--- config.mk ---
export PLATFORM = sky130hd
export DESIGN_NAME = mem_access_unit_flat
export DESIGN_NICKNAME = d
export VERILOG_FILES = /design/src/rtl/mem_access_unit_if.sv /design/src/rtl/mem_access_unit.sv /design/src/flat_wrapper.sv
export SDC_FILE = /design/constraint.sdc
export NUM_CORES = 1
export LEC_CHECK = 0
export ABC_AREA = 1
export CELL_PAD_IN_SITES_DETAIL_PLACEMENT = 0
export CELL_PAD_IN_SITES_GLOBAL_PLACEMENT = 1
export CORE_ASPECT_RATIO = 0.6
export CORE_UTILIZATION = 28
export CTS_BUF_LIST = sky130_fd_sc_hd__clkbuf_8
export CTS_CLUSTER_DIAMETER = 150
export DETAILED_ROUTE_END_ITERATION = 8
export PLACE_DENSITY = 0.79
export SYNTH_ARGS = -nofsm -noshare
export SYNTH_HDL_FRONTEND = slang
export SYNTH_SLANG_ARGS = --single-unit
--- constraint.sdc ---
create_clock -name clk -period 1.35 [get_ports clk]
set_clock_uncertainty 0.2 [all_clocks]
set_input_delay 0.2025 -clock clk [delete_from_list [all_inputs] [get_ports clk]]
set_output_delay 0.2025 -clock clk [all_outputs]
set_load 0.05 [all_outputs]
--- src/rtl/mem_access_unit_if.sv ---
// rtl/mem_access_unit_if.sv - memory-side request/acknowledge bus of mem_access_unit
interface mem_access_unit_if #(parameter int N = 32);
   logic         mem_req;
   logic         mem_we;
   logic [N-1:0] mem_addr;
   logic [N-1:0] mem_wdata;
   logic [3:0]   mem_be;
   logic         mem_ack;
   logic [N-1:0] mem_rdata;

   modport master (
      output mem_req, mem_we, mem_addr, mem_wdata, mem_be,
      input  mem_ack, mem_rdata
   );

   modport slave (
      input  mem_req, mem_we, mem_addr, mem_wdata, mem_be,
      output mem_ack, mem_rdata
   );
endinterface

--- src/rtl/mem_access_unit.sv ---
// rtl/mem_access_unit.sv - MEM-stage load/store unit: lane steering, alignment check, req/ack handshake
// Optional MEM_TIMEOUT_EN: abort WAIT after 255 cycles without mem_ack and pulse Timeout.
module mem_access_unit #(
   parameter int N = 32
) (
   input  logic         clk,
   input  logic         reset,
   input  logic         MemRead,
   input  logic         MemWrite,
   input  logic [1:0]   MemSize,
   input  logic         MemSigned,
   input  logic [N-1:0] Address,
   input  logic [N-1:0] Write_data,
   mem_access_unit_if.master mem,
   output logic [N-1:0] Read_data,
   output logic         Stall,
   output logic         Misaligned
`ifdef MEM_TIMEOUT_EN
   ,
   output logic         Timeout
`endif
);

   typedef enum logic [1:0] {IDLE, WAIT, DONE} state_t;

   state_t       state_q, state_d;
   logic         mem_req_q, mem_req_d;
   logic         mem_we_q, mem_we_d;
   logic [N-1:0] mem_addr_q, mem_addr_d;
   logic [N-1:0] mem_wdata_q, mem_wdata_d;
   logic [3:0]   mem_be_q, mem_be_d;
   logic [N-1:0] read_data_q, read_data_d;
   logic         misaligned_q, misaligned_d;
   logic [1:0]   lane_q, lane_d;
   logic [1:0]   size_q, size_d;
   logic         signed_q, signed_d;
   logic         is_load_q, is_load_d;
`ifdef MEM_TIMEOUT_EN
   logic [7:0]   cnt_q, cnt_d;
   logic         timeout_q, timeout_d;
`endif

   logic         access;
   logic         aligned;
   logic [3:0]   be_new;
   logic [N-1:0] wdata_new;

   function automatic logic [N-1:0] fmt_load(input logic [N-1:0] d, input logic [1:0] lane,
                                             input logic [1:0] size, input logic sgn);
      logic [7:0]  b;
      logic [15:0] h;
      case (lane)
         2'd0:    b = d[7:0];
         2'd1:    b = d[15:8];
         2'd2:    b = d[23:16];
         default: b = d[31:24];
      endcase
      h = lane[1] ? d[31:16] : d[15:0];
      case (size)
         2'b00:   fmt_load = sgn ? {{(N-8){b[7]}}, b} : {{(N-8){1'b0}}, b};
         2'b01:   fmt_load = sgn ? {{(N-16){h[15]}}, h} : {{(N-16){1'b0}}, h};
         default: fmt_load = d;
      endcase
   endfunction

   assign access  = MemRead | MemWrite;
   assign aligned = (MemSize == 2'b00) || (MemSize == 2'b01 && !Address[0]) ||
                    (Address[1:0] == 2'b00);

   always_comb begin
      case (MemSize)
         2'b00: begin
            be_new    = 4'b0001 << Address[1:0];
            wdata_new = {(N/8){Write_data[7:0]}};
         end
         2'b01: begin
            be_new    = Address[1] ? 4'b1100 : 4'b0011;
            wdata_new = {(N/16){Write_data[15:0]}};
         end
         default: begin
            be_new    = 4'b1111;
            wdata_new = Write_data;
         end
      endcase
   end

   always_comb begin
      state_d      = state_q;
      mem_req_d    = mem_req_q;
      mem_we_d     = mem_we_q;
      mem_addr_d   = mem_addr_q;
      mem_wdata_d  = mem_wdata_q;
      mem_be_d     = mem_be_q;
      read_data_d  = read_data_q;
      misaligned_d = 1'b0;
      lane_d       = lane_q;
      size_d       = size_q;
      signed_d     = signed_q;
      is_load_d    = is_load_q;
`ifdef MEM_TIMEOUT_EN
      cnt_d        = cnt_q;
      timeout_d    = 1'b0;
`endif
      case (state_q)
         IDLE: begin
            if (access) begin
               if (aligned) begin
                  mem_req_d   = 1'b1;
                  mem_we_d    = MemWrite;
                  mem_addr_d  = {Address[N-1:2], 2'b00};
                  mem_wdata_d = wdata_new;
                  mem_be_d    = be_new;
                  lane_d      = Address[1:0];
                  size_d      = MemSize;
                  signed_d    = MemSigned;
                  // a simultaneous MemRead is dropped: the store wins
                  is_load_d   = !MemWrite;
`ifdef MEM_TIMEOUT_EN
                  cnt_d       = 8'd0;
`endif
                  state_d     = WAIT;
               end else begin
                  misaligned_d = 1'b1;
                  read_data_d  = '0;
               end
            end
         end
         WAIT: begin
            if (mem.mem_ack) begin
               mem_req_d = 1'b0;
               if (is_load_q) read_data_d = fmt_load(mem.mem_rdata, lane_q, size_q, signed_q);
               state_d   = DONE;
            end
`ifdef MEM_TIMEOUT_EN
            else if (cnt_q == 8'd254) begin
               mem_req_d   = 1'b0;
               timeout_d   = 1'b1;
               read_data_d = '0;
               state_d     = DONE;
            end else begin
               cnt_d = cnt_q + 8'd1;
            end
`endif
         end
         DONE:    state_d = IDLE;
         default: state_d = IDLE;
      endcase
   end

   always_ff @(posedge clk or negedge reset) begin
      if (!reset) begin
         state_q      <= IDLE;
         mem_req_q    <= 1'b0;
         mem_we_q     <= 1'b0;
         mem_addr_q   <= '0;
         mem_wdata_q  <= '0;
         mem_be_q     <= 4'b0000;
         read_data_q  <= '0;
         misaligned_q <= 1'b0;
         lane_q       <= 2'b00;
         size_q       <= 2'b00;
         signed_q     <= 1'b0;
         is_load_q    <= 1'b0;
`ifdef MEM_TIMEOUT_EN
         cnt_q        <= 8'd0;
         timeout_q    <= 1'b0;
`endif
      end else begin
         state_q      <= state_d;
         mem_req_q    <= mem_req_d;
         mem_we_q     <= mem_we_d;
         mem_addr_q   <= mem_addr_d;
         mem_wdata_q  <= mem_wdata_d;
         mem_be_q     <= mem_be_d;
         read_data_q  <= read_data_d;
         misaligned_q <= misaligned_d;
         lane_q       <= lane_d;
         size_q       <= size_d;
         signed_q     <= signed_d;
         is_load_q    <= is_load_d;
`ifdef MEM_TIMEOUT_EN
         cnt_q        <= cnt_d;
         timeout_q    <= timeout_d;
`endif
      end
   end

   // reset gates Stall so a request held during reset does not freeze the pipeline
   assign Stall = reset && (((state_q == IDLE) && access && aligned) || (state_q == WAIT));

   assign mem.mem_req   = mem_req_q;
   assign mem.mem_we    = mem_we_q;
   assign mem.mem_addr  = mem_addr_q;
   assign mem.mem_wdata = mem_wdata_q;
   assign mem.mem_be    = mem_be_q;
   assign Read_data     = read_data_q;
   assign Misaligned    = misaligned_q;
`ifdef MEM_TIMEOUT_EN
   assign Timeout       = timeout_q;
`endif

endmodule

--- src/flat_wrapper.sv ---
// flat-port wrapper written by rule: the top's interface ports become plain ports
module mem_access_unit_flat 
#(
   parameter int N = 32
)
  (clk, reset, MemRead, MemWrite, MemSize, MemSigned, Address, Write_data, Read_data, Stall, Misaligned, mem_mem_req, mem_mem_we, mem_mem_addr, mem_mem_wdata, mem_mem_be, mem_mem_ack, mem_mem_rdata);
  mem_access_unit_if #(.N(N)) mem_i ();
  input  logic clk;
  input  logic reset;
  input  logic MemRead;
  input  logic MemWrite;
  input  logic [1:0] MemSize;
  input  logic MemSigned;
  input  logic [N-1:0] Address;
  input  logic [N-1:0] Write_data;
  output logic [N-1:0] Read_data;
  output logic Stall;
  output logic Misaligned;
  output wire logic [$bits(mem_i.mem_req)-1:0] mem_mem_req;
  output wire logic [$bits(mem_i.mem_we)-1:0] mem_mem_we;
  output wire logic [$bits(mem_i.mem_addr)-1:0] mem_mem_addr;
  output wire logic [$bits(mem_i.mem_wdata)-1:0] mem_mem_wdata;
  output wire logic [$bits(mem_i.mem_be)-1:0] mem_mem_be;
  input wire logic [$bits(mem_i.mem_ack)-1:0] mem_mem_ack;
  input wire logic [$bits(mem_i.mem_rdata)-1:0] mem_mem_rdata;
  assign mem_mem_req = mem_i.mem_req;
  assign mem_mem_we = mem_i.mem_we;
  assign mem_mem_addr = mem_i.mem_addr;
  assign mem_mem_wdata = mem_i.mem_wdata;
  assign mem_mem_be = mem_i.mem_be;
  assign mem_i.mem_ack = mem_mem_ack;
  assign mem_i.mem_rdata = mem_mem_rdata;
  mem_access_unit #(.N(N)) u_core (.clk(clk), .reset(reset), .MemRead(MemRead), .MemWrite(MemWrite), .MemSize(MemSize), .MemSigned(MemSigned), .Address(Address), .Write_data(Write_data), .mem(mem_i), .Read_data(Read_data), .Stall(Stall), .Misaligned(Misaligned));
endmodule
==> metrics.md <==
| Metric | Value |
|---|---|
| Proportion of layout cells with a drive suffix above 1 | 32.6% |
| H-tree levels | 3 |
| Fin Hold WS | 0.0454 ns |
| Ys flop type | dfrtp_1 |
| Cell with the largest stage delay on the worst path | dfrtp_1 |
| Top Layer Used | met4 |
| Synth Area per Inst | 7.86 sq um |
| Fillers | 1486 |
| Largest net degree at the start of global routing | 65 |
| Slew Viols, Final | 0 |
| Worst path required time | 0.95 ns |
| Post-synth EDFFs | 0 |
| Final period utilization | 140% |
| Wire per inst | 16.5 um |
| Slowest stage delay, CP | 0.41 ns |
| Port Buffers | 205 |
| HPWL Detailed | 13100 um |
| Max Cap Viol | 0 |
| Post-synth top cells | nand2_1, dfrtp_1, o21ai_0 |
| Total Neg Setup Slack | -47.91 ns |
| Leak pwr | 5.06 nW |
| CTS buffer count | 9 |
| Placed Area | 8920 sq um |
| Max Freq | 0.529 GHz |
| Routed vias | 5532 |
| Area delta synth->final | 102% |
| Core area | 17500 sq um |
| Fin crit period | 1.89 ns |
| Largest cells by area after synthesis | dfrtp_1, nand2_1, o21ai_0 |
| Die W | 176 um |
| Total gr overflow | 0 |
| Final Non-Filler Cells | 1207 |
| Met3 WL | 1910 um |
| Chip height | 107 um |
| Total GRT Usage | 20.2% |
| Fin worst setup slack | -0.542 ns |
| FFs w/ async S/R, synth | 100% |
| Worst vdd ir | 1.15 mV |
| Initial antenna violation count | 0 |
| Vias in the first global route | 5207 |
| Total die area | 18800 sq um |
| Clock Path Buffers | 2 |
| Min-delay worst type | in -> reg |
| Clock Sinks | 109 |
| DR iter-0 viols | 378 |
| Outcome | finished with violations |
| Vias/cell | 4.58 |
| Sequential share of the synthesized area | 53.5% |
| Pwr/cell area | 2370 nW/um^2 |
| Area fraction of the dominant cell type after synthesis | 53.5% |
| Setup-failing EPs final | 204 |
| Post-route cell area | 10300 sq um |
| CP Capture Type | output pin |
| Met2 routed WL | 8090 um |
| Clock Latency Late Sink | 0.37 ns |
| Critical Path AT | 1.49 ns |
| Failing checks | negative setup slack |
| First-pass GRT wire length | 29100 um |
| Mapped Cells | 649 |
| Count of different cell masters after synthesis | 26 |
| Mapped Area | 5100 sq um |
| Clock-pin slew on the worst setup and hold paths | 0.10 ns |
| Row cnt | 37 |
| Initial Util | 29.2% |
| Total Power | 24.5 mW |
| Top-count cell post-synth | nand2_1 |
| Post-DRT Antenna Nets | 0 |
| Worst Path Max Fanout | 2 |
| I/O Pins | 208 |
| Fin nets | 1072 |
| Crit start category | register |
| Antenna Cells | 0 |
| DR DRC count | 0 |
| Final Hold Fails | 0 |
| Met1 wire length | 9790 um |
| Area leader, netlist | dfrtp_1 |
| DRT Pass-1 Iters | 5 |
| Synth Warn # | 0 |
| Flops & latches, synth | 109 |
| CTS tree | yes |
| Final Routed Wirelength | 19900 um |
| Placed cell count | 1125 |
| Gpl congestion | 0.829 |
| Clk root buf | clkbuf_8 |
| Worst path cell trace | nor3_2 -> nand2_2 -> a21boi_4 -> buf_12 |
| Setup CP Type | reg -> out |
| Unrepaired setup endpoints after global routing | true |
cell usage in the layout, fill, tap and decap left out, types with 6 or more instances in the layout:
master           instances
a21oi_1                 33
dfrtp_1                106
o21ai_1                 32
o21ai_2                  6
nand3_1                 21
buf_4                   91
nand2_1                268
o21ai_0                 19
nand2_2                 23
inv_1                   22
buf_16                   7
buf_12                 121
o211ai_1                 7
clkbuf_16                9
buf_6                   10
clkdlybuf4s50_1         98
nor2_1                  35
clkbuf_8                 9
final timing paths:
path	slack [ns]	start	cells past startpoint	to
worst min-delay path	0.05	Address[0]	4	u_core.mem.mem_be[3]$_DFFE_PN0P_
min in group asynchronous	0.36	reset	4	u_core.Read_data[30]$_DFFE_PN0P_
worst max-delay path	-0.54	u_core.state_q[0]$_DFFE_PN0P_	4	Stall
worst min register to register	0.34	u_core.is_load_q$_DFFE_PN0P_	1	u_core.is_load_q$_DFFE_PN0P_
max in group asynchronous	0.27	reset	4	u_core.mem.mem_wdata[15]$_DFFE_PN0P_
worst max register to register	-0.53	u_core.state_q[0]$_DFFE_PN0P_	9	u_core.mem.mem_wdata[7]$_DFFE_PN0P_
stage by stage:
step / util, % / worst slack, ns
global route: 58.9 / -0.596
finish: 58.9 / -0.542
CTS: 54.8 / -0.537
detailed placement: 51.0 / -0.654
floorplan: - / -0.242
global placement: 51.0 / -0.615
critical path: cells and delay by family (launching register included):
kind            cells  cell delay, ns
compound gates      1            0.21
flops               1            0.41
simple gates        2            0.33
buf+inv             1            0.16
final cells by class:
class	instances	area, sq um	area share [%]
timing repair buffer	344	4720	45.8
sequential	109	2730	26.5
multi-input combinational	477	2240	21.7
tap	234	293	2.84
clock buffer	9	124	1.20
inverter	27	118	1.14
clock inverter	7	85.1	0.826
per-layer routing:
metal | GRT usage [%] | vias to the layer above
li1 | - | 2697
met5 | 0 | -
met3 | 7.62 | 7
met2 | 27.7 | 185
met4 | 2.42 | 0
met1 | 30.4 | 2643
repair_timing:
action / 4_1_cts / 5_1_grt
setup buffers: 20 / 26
hold buffers: 1 / 0
setup endpoints to repair: 209 / 210
gates resized for setup: 37 / 77
cloned: 7 / 13
hold endpoints to repair: 109 / 0
pin swaps: 5 / 5
flip-flops by register name, summed over array words and instances, names as in the netlist:
name / cells
u_core.lane_q: 2
u_core.mem.mem_be: 4
u_core.is_load_q: 1
u_core.Read_data: 32
u_core.mem.mem_req: 1
u_core.size_q: 2
u_core.signed_q: 1
u_core.mem.mem_wdata: 32
u_core.mem.mem_addr: 30
u_core.mem.mem_we: 1
u_core.state_q: 2
u_core.Misaligned: 1
power breakdown:
| part | switching (mW) | internal (mW) | total (mW) |
|---|---|---|---|
| registers | 1.53 | 4.58 | 6.10 |
| clock network | 1.23 | 0.890 | 2.12 |
| logic | 8.25 | 7.98 | 16.2 |
| total | 11.0 | 13.4 | 24.5 |
logic make-up after synthesis:
group,share of synthesized area [%]
AOI/OAI and AO/OA,11.1
buffers and inverters,6.50
DFF,53.5
other,0.0735
and+or+nand+nor,28.9
(Power assumes the default switching activity.)
